File: config.mk
export PLATFORM = sky130hd
export DESIGN_NAME = timer_bank
export DESIGN_NICKNAME = d
export VERILOG_FILES = /design/src/rtl/timer_pkg.sv /design/src/rtl/timer_channel.sv /design/src/rtl/timer_bank.sv
export SDC_FILE = /design/constraint.sdc
export NUM_CORES = 1
export LEC_CHECK = 0
export ABC_AREA = 1
export CAP_MARGIN = 15
export CORE_ASPECT_RATIO = 1.5
export CORE_MARGIN = 1.5
export CORE_UTILIZATION = 32
export CTS_BUF_LIST = sky130_fd_sc_hd__clkbuf_4
export DETAILED_ROUTE_END_ITERATION = 7
export PLACE_DENSITY = 0.55
export SYNTH_ARGS = -nofsm -noshare
export SYNTH_HDL_FRONTEND = slang
export SYNTH_SLANG_ARGS = --single-unit
File: constraint.sdc
create_clock -name clk -period 1.29 [get_ports clk]
set_input_delay 0.1935 -clock clk [delete_from_list [all_inputs] [get_ports clk]]
set_output_delay 0.1935 -clock clk [all_outputs]
set_load 0.02 [all_outputs]
File: src/rtl/timer_pkg.sv
// Shared types and sizing helpers for the microsecond timer bank.
package timer_pkg;

  typedef enum logic {IDLE = 1'b0, RUN = 1'b1} ch_state_t;

  localparam int DEFAULT_CNT_W = 16;

  // Width of a counter that holds 0..clock_mhz-1; never narrower than one bit.
  function automatic int presc_w(input int clock_mhz);
    return (clock_mhz < 2) ? 1 : $clog2(clock_mhz);
  endfunction

endpackage

File: src/rtl/timer_channel.sv
// One programmable countdown channel: IDLE/RUN FSM, reloadable counter, expiry pulse.
module timer_channel
  import timer_pkg::*;
#(
  parameter int CNT_W = DEFAULT_CNT_W
) (
  input  logic             clk,
  input  logic             rst,
  input  logic             tick,
  input  logic             start,
  input  logic             stop,
  input  logic             periodic,
  input  logic [CNT_W-1:0] load_val,
  output logic [CNT_W-1:0] count,
  output logic             running,
  output logic             expire
);

  ch_state_t        r_state;
  ch_state_t        w_next;
  logic [CNT_W-1:0] r_count;
  logic [CNT_W-1:0] r_period;
  logic             r_periodic;
  logic             r_expire;
  logic             w_load_zero;
  logic             w_last;

  assign w_load_zero = (load_val == '0);
  // Final tick of a period: count sits at 1, so it never decrements to 0 in RUN.
  assign w_last      = (r_state == RUN) && tick && (r_count == CNT_W'(1));

  always_ff @(posedge clk) begin
    if (rst) r_state <= IDLE;
    else     r_state <= w_next;
  end

  always_comb begin
    w_next = r_state;
    if (start)                     w_next = w_load_zero ? IDLE : RUN;
    else if (stop)                 w_next = IDLE;
    else if (w_last && !r_periodic) w_next = IDLE;
  end

  always_ff @(posedge clk) begin
    if (rst) begin
      r_count    <= '0;
      r_period   <= '0;
      r_periodic <= 1'b0;
      r_expire   <= 1'b0;
    end else begin
      r_expire <= 1'b0;
      if (start) begin
        if (w_load_zero) begin
          r_count  <= '0;
          r_expire <= 1'b1;
        end else begin
          r_count    <= load_val;
          r_period   <= load_val;
          r_periodic <= periodic;
        end
      end else if (!stop) begin
        if (w_last) begin
          r_expire <= 1'b1;
          r_count  <= r_periodic ? r_period : '0;
        end else if ((r_state == RUN) && tick) begin
          r_count <= r_count - CNT_W'(1);
        end
      end
    end
  end

  always_comb begin
    running = (r_state == RUN);
    count   = r_count;
    expire  = r_expire;
  end

endmodule

File: src/rtl/timer_bank.sv
// Shared 1 us prescaler feeding NUM_CH independent countdown channels.
module timer_bank
  import timer_pkg::*;
#(
  parameter int CLOCK_MHZ = 200,
  parameter int NUM_CH    = 4,
  parameter int CNT_W     = DEFAULT_CNT_W
) (
  input  logic                    clk,
  input  logic                    rst,
  input  logic                    pause,
  input  logic [NUM_CH-1:0]       ch_start,
  input  logic [NUM_CH-1:0]       ch_stop,
  input  logic [NUM_CH-1:0]       ch_periodic,
  input  logic [NUM_CH*CNT_W-1:0] ch_load_val,
  output logic [NUM_CH*CNT_W-1:0] ch_count,
  output logic [NUM_CH-1:0]       ch_running,
  output logic [NUM_CH-1:0]       ch_expire,
  output logic                    usecond_pulse
);

  localparam int                 PRESC_W   = presc_w(CLOCK_MHZ);
  localparam logic [PRESC_W-1:0] PRESC_MAX = PRESC_W'(CLOCK_MHZ - 1);

  logic [PRESC_W-1:0] r_presc;
  logic               r_tick;
  logic               r_usec;

  // Prescaler: tick rises on the CLOCK_MHZ-th unpaused cycle; pause freezes the phase.
  always_ff @(posedge clk) begin
    if (rst) begin
      r_presc <= '0;
      r_tick  <= 1'b0;
      r_usec  <= 1'b0;
    end else begin
      r_usec <= r_tick;
      if (pause) begin
        r_tick <= 1'b0;
      end else if (r_presc == PRESC_MAX) begin
        r_presc <= '0;
        r_tick  <= 1'b1;
      end else begin
        r_presc <= r_presc + PRESC_W'(1);
        r_tick  <= 1'b0;
      end
    end
  end

  assign usecond_pulse = r_usec;

  generate
    for (genvar g = 0; g < NUM_CH; g++) begin : g_ch
      timer_channel #(.CNT_W(CNT_W)) u_ch (
        .clk      (clk),
        .rst      (rst),
        .tick     (r_tick),
        .start    (ch_start[g]),
        .stop     (ch_stop[g]),
        .periodic (ch_periodic[g]),
        .load_val (ch_load_val[g*CNT_W +: CNT_W]),
        .count    (ch_count[g*CNT_W +: CNT_W]),
        .running  (ch_running[g]),
        .expire   (ch_expire[g])
      );
    end
  endgenerate

endmodule

==> results.md, run 1 <==
- Status: finished with violations
- Failing checks: negative setup slack
- Final setup vio count: ~140
- Root Buffer: clkbuf_4
- VDD IR-drop max: between 0.5 and 0.6 mV
- Pin count of the biggest net entering global routing: 60
- Mapped Nets: about 1,500
- RePlAce Congestion: 0.882
- Skew-Pair Late Insertion Delay: about 0.6 ns
- Post-Syn Area: just under 9000 µm²
- Crit Path Class: flop to flop
- Rows: 74
- Layout area overhead: 73.5%
- Die Width: about 140 µm
- CP max FO: 6
- Clk buf depth: 2
- Pwr Density: approximately 940 nW/µm²
- Setup repair after global routing missed its margin: yes
- Slew Limit Fails: 0
- Fillers: 2,627
- # DRC: 0
- Post-synth EDFFs: 0
- ANT nets after route: 0
- GRT overflow: 0
- DP HPWL: around 25,000 µm
- Mean post-synth cell area: between 6 and 7 µm²
- Initial drt markers: 586
- Layout cells sized above 1: roughly 41%
- H-Tree Depth: 4
- Buffers on Ports: 151
- Final Util: 56.3%
- #FFs+latches synth: 150
- Distinct cell type count after synthesis: 33
- Worst Hold Class: primary input to flop
- Fin crit period: between 1.5 and 2 ns
- Fmax: about 0.64 GHz
- WL/cell: roughly 16 µm
- Clock sink total: 150
- Die area: ~29,000 µm²
- Seq/Total Area, Yosys: between 30% and 40%
- Warnings from Yosys: 0
- Clk slew on worst S/H paths: ~0.14 ns
- Main synth FF type: dfxtp_1
- I/O pin count: about 150
- Vias/cell: 4.97
- CP Capture Type: flop
- Core area: between 20,000 and 30,000 µm²
- Number of global-route vias before repair: around 11,000
- Total CTS buffers: 17
- Final Hold Viols: 0
- Headroom to the max-slew limit: between 70% and 80%
- CP arrival: around 2.1 ns
- Die Ht: 206 µm
- Max-Cap Viols: 0
- Tcrit/Tclk final: 121%
- Initial Util: between 30% and 40%
- Via Count: 11,100
- Final #Nets: slightly below 2,000
- DRT Wirelength: 34,700 µm
- Antenna violations before repair: 1
- Clk_skew: 0.0286 ns
- First-pass GRT wire length: roughly 54,000 µm
- Worst path required time: 1.81 ns
- Critical Path Start Type: flop
- TritonCTS clock tree: built
- Gate Count Post-Synth: 1,415
- Post-route non-filler standard cell count: about 2,200
- Final worst slack: -0.269 ns
- P_leak: just under 7 nW
- Worst-Margin Slew: 0.388 ns
- Async S/R FF share, synth: 0%
- DRT Pass-1 Iters: 5
- Final Power: around 14 mW
- Gr usage total: a little under a quarter
- Placed cells: roughly 2,100
## path summary, 6_finish.rpt
kind | startpoint | end | slack (ns) | cells past startpoint
max | g_ch[0].u_ch.count[6] | g_ch[0].u_ch.count[8] | -0.27 | 10
min | rst | r_presc[1] | 0.03 | 4
max reg2reg | g_ch[0].u_ch.count[6] | g_ch[0].u_ch.count[8] | -0.27 | 10
min reg2reg | g_ch[3].u_ch.r_period[10] | g_ch[3].u_ch.r_period[10] | 0.47 | 2
## stage by stage
step	TNS [ns]	worst slack, ns	area, µm²	hold slack [ns]
final	-20.97	-0.269	15300	0.0313
after global placement	-60.99	-0.798	13000	0.446
after detailed placement	-60.76	-0.838	13000	0.450
after CTS	-21.38	-0.227	14800	0.0362
after global routing	-31.54	-0.372	15300	0.0432
after floorplan	-3.33	-0.117	9180	0.334
## repair_timing
action                     in CTS  in global routing
setup endpoints to repair     181                186
hold buffers                    0                  0
setup buffers                  58                 19
pin swaps                      68                 63
resized for setup             655                 98
cloned                          3                  1
## cells in the final DEF, fill, tap and decap left out, drive strengths merged
master / netlist / routed
clkdlybuf4s50: 0 / 77
o21bai: 1 / 1
nand2: 475 / 475
and3: 1 / 1
clkinv: 2 / 5
inv: 99 / 102
xnor2: 8 / 8
diode: 0 / 1
nor3b: 1 / 1
nand3: 89 / 89
nand3b: 3 / 3
clkbuf: 33 / 20
o21ai: 83 / 83
xor2: 16 / 16
buf: 36 / 438
a21oi: 207 / 207
nand4: 30 / 30
ha: 9 / 9
nor2: 153 / 155
dfxtp: 150 / 150
o211ai: 3 / 3
bufinv: 0 / 7
nor3: 9 / 9
nor4: 7 / 7
## critical path, cell delays in order, from the launching register on
cell,delay [ns]
dfxtp_4,0.39
buf_12,0.12
nor2_4,0.10
nand2_4,0.10
nor2_4,0.11
nand2_2,0.07
nor2_4,0.22
nand3_2,0.09
nand2_1,0.07
nand2_1,0.06
a21oi_2,0.13
## sequential cells by signal, indices dropped and copies added, names as in the netlist
register / cells
r_presc: 8
usecond_pulse: 1
g_ch.u_ch.r_periodic: 4
g_ch.u_ch.count: 64
r_tick: 1
g_ch.u_ch.r_period: 64
g_ch.u_ch.running: 4
g_ch.u_ch.expire: 4
## synthesized netlist by cell type (6+ instances only)
cell,n,area share (%)
xor2_1,16,1.6
o21ai_0,50,2.8
inv_1,87,3.7
buf_2,17,0.97
nor2_1,128,5.5
xnor2_1,8,0.80
nor4_1,7,0.50
inv_2,12,0.51
clkbuf_1,33,1.4
nand4_1,30,2.1
dfxtp_1,150,34
nand2_1,474,20
buf_4,12,1.0
buf_1,6,0.26
nor2_2,20,1.4
nor3_1,9,0.51
nand3_1,87,4.9
ha_1,9,1.3
o21ai_1,32,1.8
a21oi_1,204,12
## layout make-up
class                   instances  area, µm²  share of cell area [%]
diodes                          1       2.50                  0.0164
flip-flops and latches        150       3170                    20.8
clock inverters                13        249                    1.63
well taps                     342        428                    2.80
inverters                     101        394                    2.58
repair buffers                516       4850                    31.8
clock buffers                  19        143                   0.934
multi-input cells            1097       6030                    39.5
## power by group
group          total, mW  internal [mW]  leakage (nW)  switching (mW)
clock               4.05           2.17         0.209            1.88
sequential          5.22           4.94          1.27           0.278
combinational       5.12           2.52          5.46            2.60
## cells by family (layout without fill, tap and decap cells)
group           after synthesis  count (layout)  synth area share, %
buf+inv                     170             649                 8.09
other cells                   0               1                    0
fa+ha+maj                     9               9                 1.28
flops                       150             150                 34.1
compound gates              294             294                 17.3
simple gates                768             770                 36.9
xor+xnor                     24              24                 2.39
## routing by layer
metal	share of wire [%]	vias up	wire length (µm)	GRT usage (%)
met5	0	-	0	0
li1	-	5556	-	-
met2	54	304	18700	46.9
met1	38	5166	13300	25.3
met4	4.1	0	1440	9.40
met3	3.7	91	1290	3.06
No activity file was read; power rests on OpenSTA's default activity.
==> run 2, diff against run 1 <==
Settings changed: SKIP_LAST_GASP set to 1.
==> results.md, run 2 (synthesis results as in run 1) <==
- Die area: 28,500 µm² (unchanged)
- Skew-Pair Late Insertion Delay: 0.60 ns (was 0.61 ns)
- Fin crit period: 1.57 ns (was 1.56 ns)
- Initial drt markers: 628 (was 586)
- Most common cell after layout, fill and taps aside: nand2_1 (unchanged)
- Buffers on Ports: 151 (unchanged)
- Layout area overhead: 73.4% (was 73.5%)
- Rows: 74 (unchanged)
- Pin count of the biggest net entering global routing: 60 (unchanged)
- WL/cell: 15.5 µm (about the same)
- H-Tree Depth: 4 (unchanged)
- Root Buffer: clkbuf_4 (unchanged)
- Setup repair after global routing missed its margin: yes (unchanged)
- DP HPWL: 25,000 µm (unchanged)
- Antenna violations before repair: 1 (unchanged)
- DRT Pass-1 Iters: 5 (unchanged)
- Gr usage total: 23.8% (was 23.7%)
- Number of global-route vias before repair: 10,600 (about the same)
- Critical Path Start Type: flop (unchanged)
- CP max FO: 6 (unchanged)
- Clk buf depth: 2 (unchanged)
- Die Width: 138 µm (unchanged)
- Vias/cell: 4.95 (was 4.97)
- P_leak: 6.94 nW (about the same)
- Commonest cells after routing, fill and taps aside: nand2_1 (430), buf_4 (260), a21oi_1 (180) (was nand2_1 (430), buf_4 (261), a21oi_1 (181))
- Cts-stage hold buffer count: 0 (unchanged)
- Worst-Margin Slew: 0.367 ns (was 0.388 ns)
- # DRC: 0 (unchanged)
- Via Count: 11,100 (about the same)
- Headroom to the max-slew limit: 75.3% (was 74.1%)
- Worst Hold Class: primary input to flop (unchanged)
- Final #Nets: 1,971 (unchanged)
- Max-Cap Viols: 0 (unchanged)
- Layout cells sized above 1: 40.8% (was 41.0%)
- HP Start: rst (unchanged)
- Pwr Density: 943 nW/µm² (was 942 nW/µm²)
- Clk_skew: 0.0308 ns (was 0.0286 ns)
- Clock sink total: 150 (unchanged)
- CP Capture Type: flop (unchanged)
- RePlAce Congestion: 0.882 (unchanged)
- Final Hold Viols: 0 (unchanged)
- Die Ht: 206 µm (unchanged)
- Tcrit/Tclk final: 122% (was 121%)
- Status: finished with violations (unchanged)
- I/O pin count: 152 (unchanged)
- Fmax: 0.637 GHz (was 0.641 GHz)
- Total CTS buffers: 17 (unchanged)
- TritonCTS clock tree: built (unchanged)
- Reg2reg start: g_ch[0].u_ch.count[6] (unchanged)
- Crit Path Class: flop to flop (unchanged)
- Dpl ws: -0.838 ns (unchanged)
- CP arrival: 2.09 ns (was 2.08 ns)
- Slowest stage delay, CP: 0.39 ns (about the same)
- GRT overflow: 0 (unchanged)
- Crit path top cell by count: nor2_4 (unchanged)
- First-pass GRT wire length: 54,300 µm (about the same)
- Final setup vio count: 139 (unchanged)
- DRT Wirelength: 34,800 µm (was 34,700 µm)
- Clk slew on worst S/H paths: 0.14 ns (about the same)
- Critical-path top delay cell: dfxtp_4 (unchanged)
- Final worst slack: -0.280 ns (was -0.269 ns)
- Slew Limit Fails: 0 (unchanged)
- Core area: 27,100 µm² (unchanged)
- Initial Util: 32.5% (unchanged)
- VDD IR-drop max: 0.537 mV (was 0.541 mV)
- Worst path required time: 1.81 ns (about the same)
- Failing checks: negative setup slack (unchanged)
- Cell Chain, Critical Path: buf_12 -> nor2_4 -> nand2_4 -> nor2_4 -> nand2_2 -> nor2_4 -> nand3_2 -> nand2_1 -> nand2_1 -> a21oi_2 (unchanged)
- Final Util: 56.3% (about the same)
- ANT nets after route: 0 (unchanged)
- Crit. Startpoint: g_ch[0].u_ch.count[6] (unchanged)
## run 2: cell counts in the layout (fill, tap and decap cells not counted)
Identical to the previous run, type by type.
## run 2: area by class of cell
type	instances	area, µm²
fill	2636	11900
multi-input combinational	1097	6020
timing repair buffer	516	4860
sequential	150	3180
tap	342	428
inverter	101	394
clock inverter	13	249
clock buffer	19	143
antenna	1	2.50
## run 2: path summary, 6_finish.rpt
check	endpoint	slack, ns	cells past startpoint
setup / recovery	g_ch[0].u_ch.count[8]	-0.28	10
hold / removal	r_presc[1]	0.04	4
setup reg to reg	g_ch[0].u_ch.count[8]	-0.28	10
hold reg to reg	g_ch[3].u_ch.r_period[10]	0.47	2
## run 2: per-stage QoR
step	hold slack [ns]	instances	power [mW]	cell area (µm²)	setup TNS, ns
finish	0.0423	2239	14.4	15300	-20.60
global route	0.0432	2239	15.1	15300	-31.71
CTS	0.0362	2220	14.2	14700	-21.59
detailed placement	0.450	2127	9.52	13000	-60.76
global placement	0.446	2127	9.49	13000	-60.99
floorplan	0.334	1415	7.41	9180	-3.33
## run 2: where the power goes
part | total (mW) | switching (mW) | internal (mW)
registers | 5.22 | 0.279 | 4.94
clock network | 4.04 | 1.88 | 2.17
logic | 5.13 | 2.61 | 2.53
total | 14.4 | 4.76 | 9.63
## run 2: worst max-delay path, delay by kind of cell, from the launching register on
family,cells,cell delay [ns]
flip-flops,1,0.39
buffers and inverters,1,0.12
AND/OR/NAND/NOR,8,0.83
AO/OA/AOI/OAI,1,0.14
## run 2: what timing repair did
action                                  in CTS  in global routing
pin swaps                                   68                 76
endpoints found under the setup margin     181                186
gates cloned                                 3                  1
endpoints found under the hold margin        0                  0
buffers inserted                            58                 20
gates resized for setup                    636                121
## run 2: metal layers
layer  vias to the layer above  share of wire [%]  GRT usage (%)
met5                         -                  0              0
met2                       277                 55           46.8
met4                         0                3.7           9.55
li1                       5556                  -              -
met3                        80                3.2           3.10
met1                      5175                 38           25.3
==> run 3, diff against run 2 <==
Settings changed: CORE_MARGIN 1.5 to not set, PLACE_DENSITY 0.55 to not set, PLACE_DENSITY_LB_ADDON set to 0.3.
==> results.md, run 3 (synthesis results as in run 1) <==
- Status: finished with violations (unchanged)
- Failing checks: negative setup slack (unchanged)
- I/O pin count: 152 (unchanged)
- Delay-heaviest family, CP: simple AND/OR/NAND/NOR gates (unchanged)
- Commonest cells after routing, fill and taps aside: nand2_1 (424), buf_4 (254), buf_6 (172) (was nand2_1 (430), buf_4 (260), a21oi_1 (180))
- Hold Path Depth: 4 (unchanged)
- Total CTS buffers: 17 (unchanged)
- Buf/Inv on CP: 2 (was 1)
- Final Power: 13.8 mW (was 14.4 mW)
- P_int: 8.93 mW (was 9.63 mW)
- Initial Util: 32.5% (unchanged)
- Layout area overhead: 76.2% (was 73.4%)
- GRT overflow: 0 (unchanged)
- Most common cell after layout, fill and taps aside: nand2_1 (unchanged)
- VDD IR-drop max: 0.566 mV (was 0.537 mV)
- Final worst slack: -0.265 ns (was -0.280 ns)
- Post-route non-filler standard cell count: 2,243 (was 2,239)
- WL/cell: 15.4 µm (was 15.5 µm)
- Clk pwr share: 23.4% (was 28.1%)
- Vias/cell: 5.05 (was 4.95)
- Clk buf depth: 2 (unchanged)
- Crit Path Class: flop to flop (unchanged)
- Switch share: 35.4% (was 33.1%)
- Via Count: 11,300 (was 11,100)
- Antenna violations before repair: 1 (unchanged)
- Worst-Margin Slew: 0.421 ns (was 0.367 ns)
- Final setup vio count: 140 (was 139)
- Cts-stage hold buffer count: 0 (unchanged)
- Critical-path top delay cell: dfxtp_2 (was dfxtp_4)
- CP max FO: 5 (was 6)
- Headroom to the max-slew limit: 71.7% (was 75.3%)
- Number of global-route vias before repair: 11,100 (was 10,600)
- Die Width: 137 µm (was 138 µm)
- Cell Chain, Critical Path: buf_6 -> nor2_4 -> inv_2 -> nor2_4 -> nand3_4 -> nor2_4 -> nand2_1 -> nand2_1 -> nand2_1 -> a21oi_2 (was buf_12 -> nor2_4 -> nand2_4 -> nor2_4 -> nand2_2 -> nor2_4 -> nand3_2 -> nand2_1 -> nand2_1 -> a21oi_2)
- H-Tree Depth: 4 (unchanged)
- Fmax: 0.643 GHz (was 0.637 GHz)
- Net switching power: 4.89 mW (was 4.76 mW)
- Die Ht: 205 µm (was 206 µm)
- Buffers on Ports: 151 (unchanged)
- Pwr Density: 891 nW/µm² (was 943 nW/µm²)
- Skew-Pair Late Insertion Delay: 0.59 ns (was 0.60 ns)
- DRT Pass-1 Iters: 5 (unchanged)
- Rows: 74 (unchanged)
- Worst path required time: 1.81 ns (about the same)
- Clk_skew: 0.0378 ns (was 0.0308 ns)
- First-pass GRT wire length: 54,300 µm (about the same)
- Setup repair after global routing missed its margin: yes (unchanged)
- CP arrival: 2.08 ns (was 2.09 ns)
- Core area: 27,100 µm² (unchanged)
- Placed cells: 2,128 (was 2,127)
- DRT Wirelength: 34,600 µm (was 34,800 µm)
- Logic pwr share: 38.8% (was 35.7%)
- Clk slew on worst S/H paths: 0.13 ns (was 0.14 ns)
- Tcrit/Tclk final: 121% (was 122%)
- P_leak: 6.99 nW (was 6.94 nW)
- Root Buffer: clkbuf_4 (unchanged)
- Final #Nets: 1,975 (was 1,971)
- Slew Limit Fails: 0 (unchanged)
- R2R cell count: 10 (unchanged)
- Initial drt markers: 678 (was 628)
- Fin crit period: 1.55 ns (was 1.57 ns)
- Final Hold Viols: 0 (unchanged)
- Max-Cap Viols: 0 (unchanged)
- Gr usage total: 24.5% (was 23.8%)
- Die area: 28,200 µm² (was 28,500 µm²)
- RePlAce Congestion: 0.936 (was 0.882)
- Pin count of the biggest net entering global routing: 76 (was 60)
- ANT nets after route: 0 (unchanged)
- DP HPWL: 24,600 µm (was 25,000 µm)
- Critical Path Start Type: flop (unchanged)
- Slowest stage delay, CP: 0.36 ns (was 0.39 ns)
- Layout cells sized above 1: 42.7% (was 40.8%)
- Clock sink total: 150 (unchanged)
- CP Capture Type: flop (unchanged)
- Dpl ws: -0.919 ns (was -0.838 ns)
- Worst Hold Class: primary input to flop (unchanged)
- # DRC: 0 (unchanged)
- TritonCTS clock tree: built (unchanged)
- Critical path depth in cells: 10 (unchanged)
- Reg power frac: 37.7% (was 36.2%)
-- run 3: area by class of cell --
| class | instances | area [µm²] |
|---|---|---|
| clock buffers | 18 | 135 |
| flip-flops and latches | 150 | 3180 |
| inverters | 101 | 397 |
| repair buffers | 520 | 4930 |
| fillers | 2437 | 11600 |
| well taps | 342 | 428 |
| multi-input cells | 1097 | 6280 |
| diodes | 1 | 2.50 |
| clock inverters | 14 | 158 |
-- run 3: power by group through the flow --
stage               Sequential (mW)  Clock [mW]  Combinational (mW)
finish                         5.21        3.24                5.36
global route                   5.25        3.52                5.79
CTS                            5.20        3.34                4.95
detailed placement             5.27           0                4.22
global placement               5.27           0                4.18
floorplan                      5.51           0                1.91
-- run 3: timing repair --
action,CTS,global route
gates resized for setup,692,136
endpoints found under the setup margin,199,172
gates cloned,4,1
buffers inserted,57,23
pin swaps,90,94
-- run 3: worst paths after layout --
| path | start | to | slack, ns |
|---|---|---|---|
| setup / recovery | g_ch[0].u_ch.count[3] | g_ch[0].u_ch.count[11] | -0.26 |
| setup reg to reg | g_ch[0].u_ch.count[3] | g_ch[0].u_ch.count[11] | -0.26 |
| hold / removal | rst | r_presc[6] | 0.06 |
| hold reg to reg | g_ch[3].u_ch.r_period[8] | g_ch[3].u_ch.r_period[8] | 0.47 |
-- run 3: stage by stage --
| stage | hold WS, ns | instance area, µm² | setup TNS (ns) | util, % |
|---|---|---|---|---|
| after floorplan | 0.334 | 9180 | -3.33 | - |
| after global placement | 0.447 | 13100 | -64.67 | 48.2 |
| after detailed placement | 0.452 | 13100 | -66.90 | 48.2 |
| after CTS | 0.0495 | 14800 | -23.42 | 54.7 |
| after global routing | 0.0152 | 15500 | -31.88 | 57.2 |
| final | 0.0577 | 15500 | -20.48 | 57.2 |
-- run 3: metal layers --
metal	track usage, %	vias to the layer above	share of wire (%)
li1	-	5568	-
met1	25.3	5288	37
met2	46.8	369	55
met3	3.22	96	3.8
met4	12.9	0	4.1
met5	0	-	0
-- run 3: worst min-delay path: cells and delay by family --
kind                   cells  cell delay (ns)
buffers and inverters      2             0.21
AND/OR/NAND/NOR            1             0.16
AO/OA/AOI/OAI              1             0.04
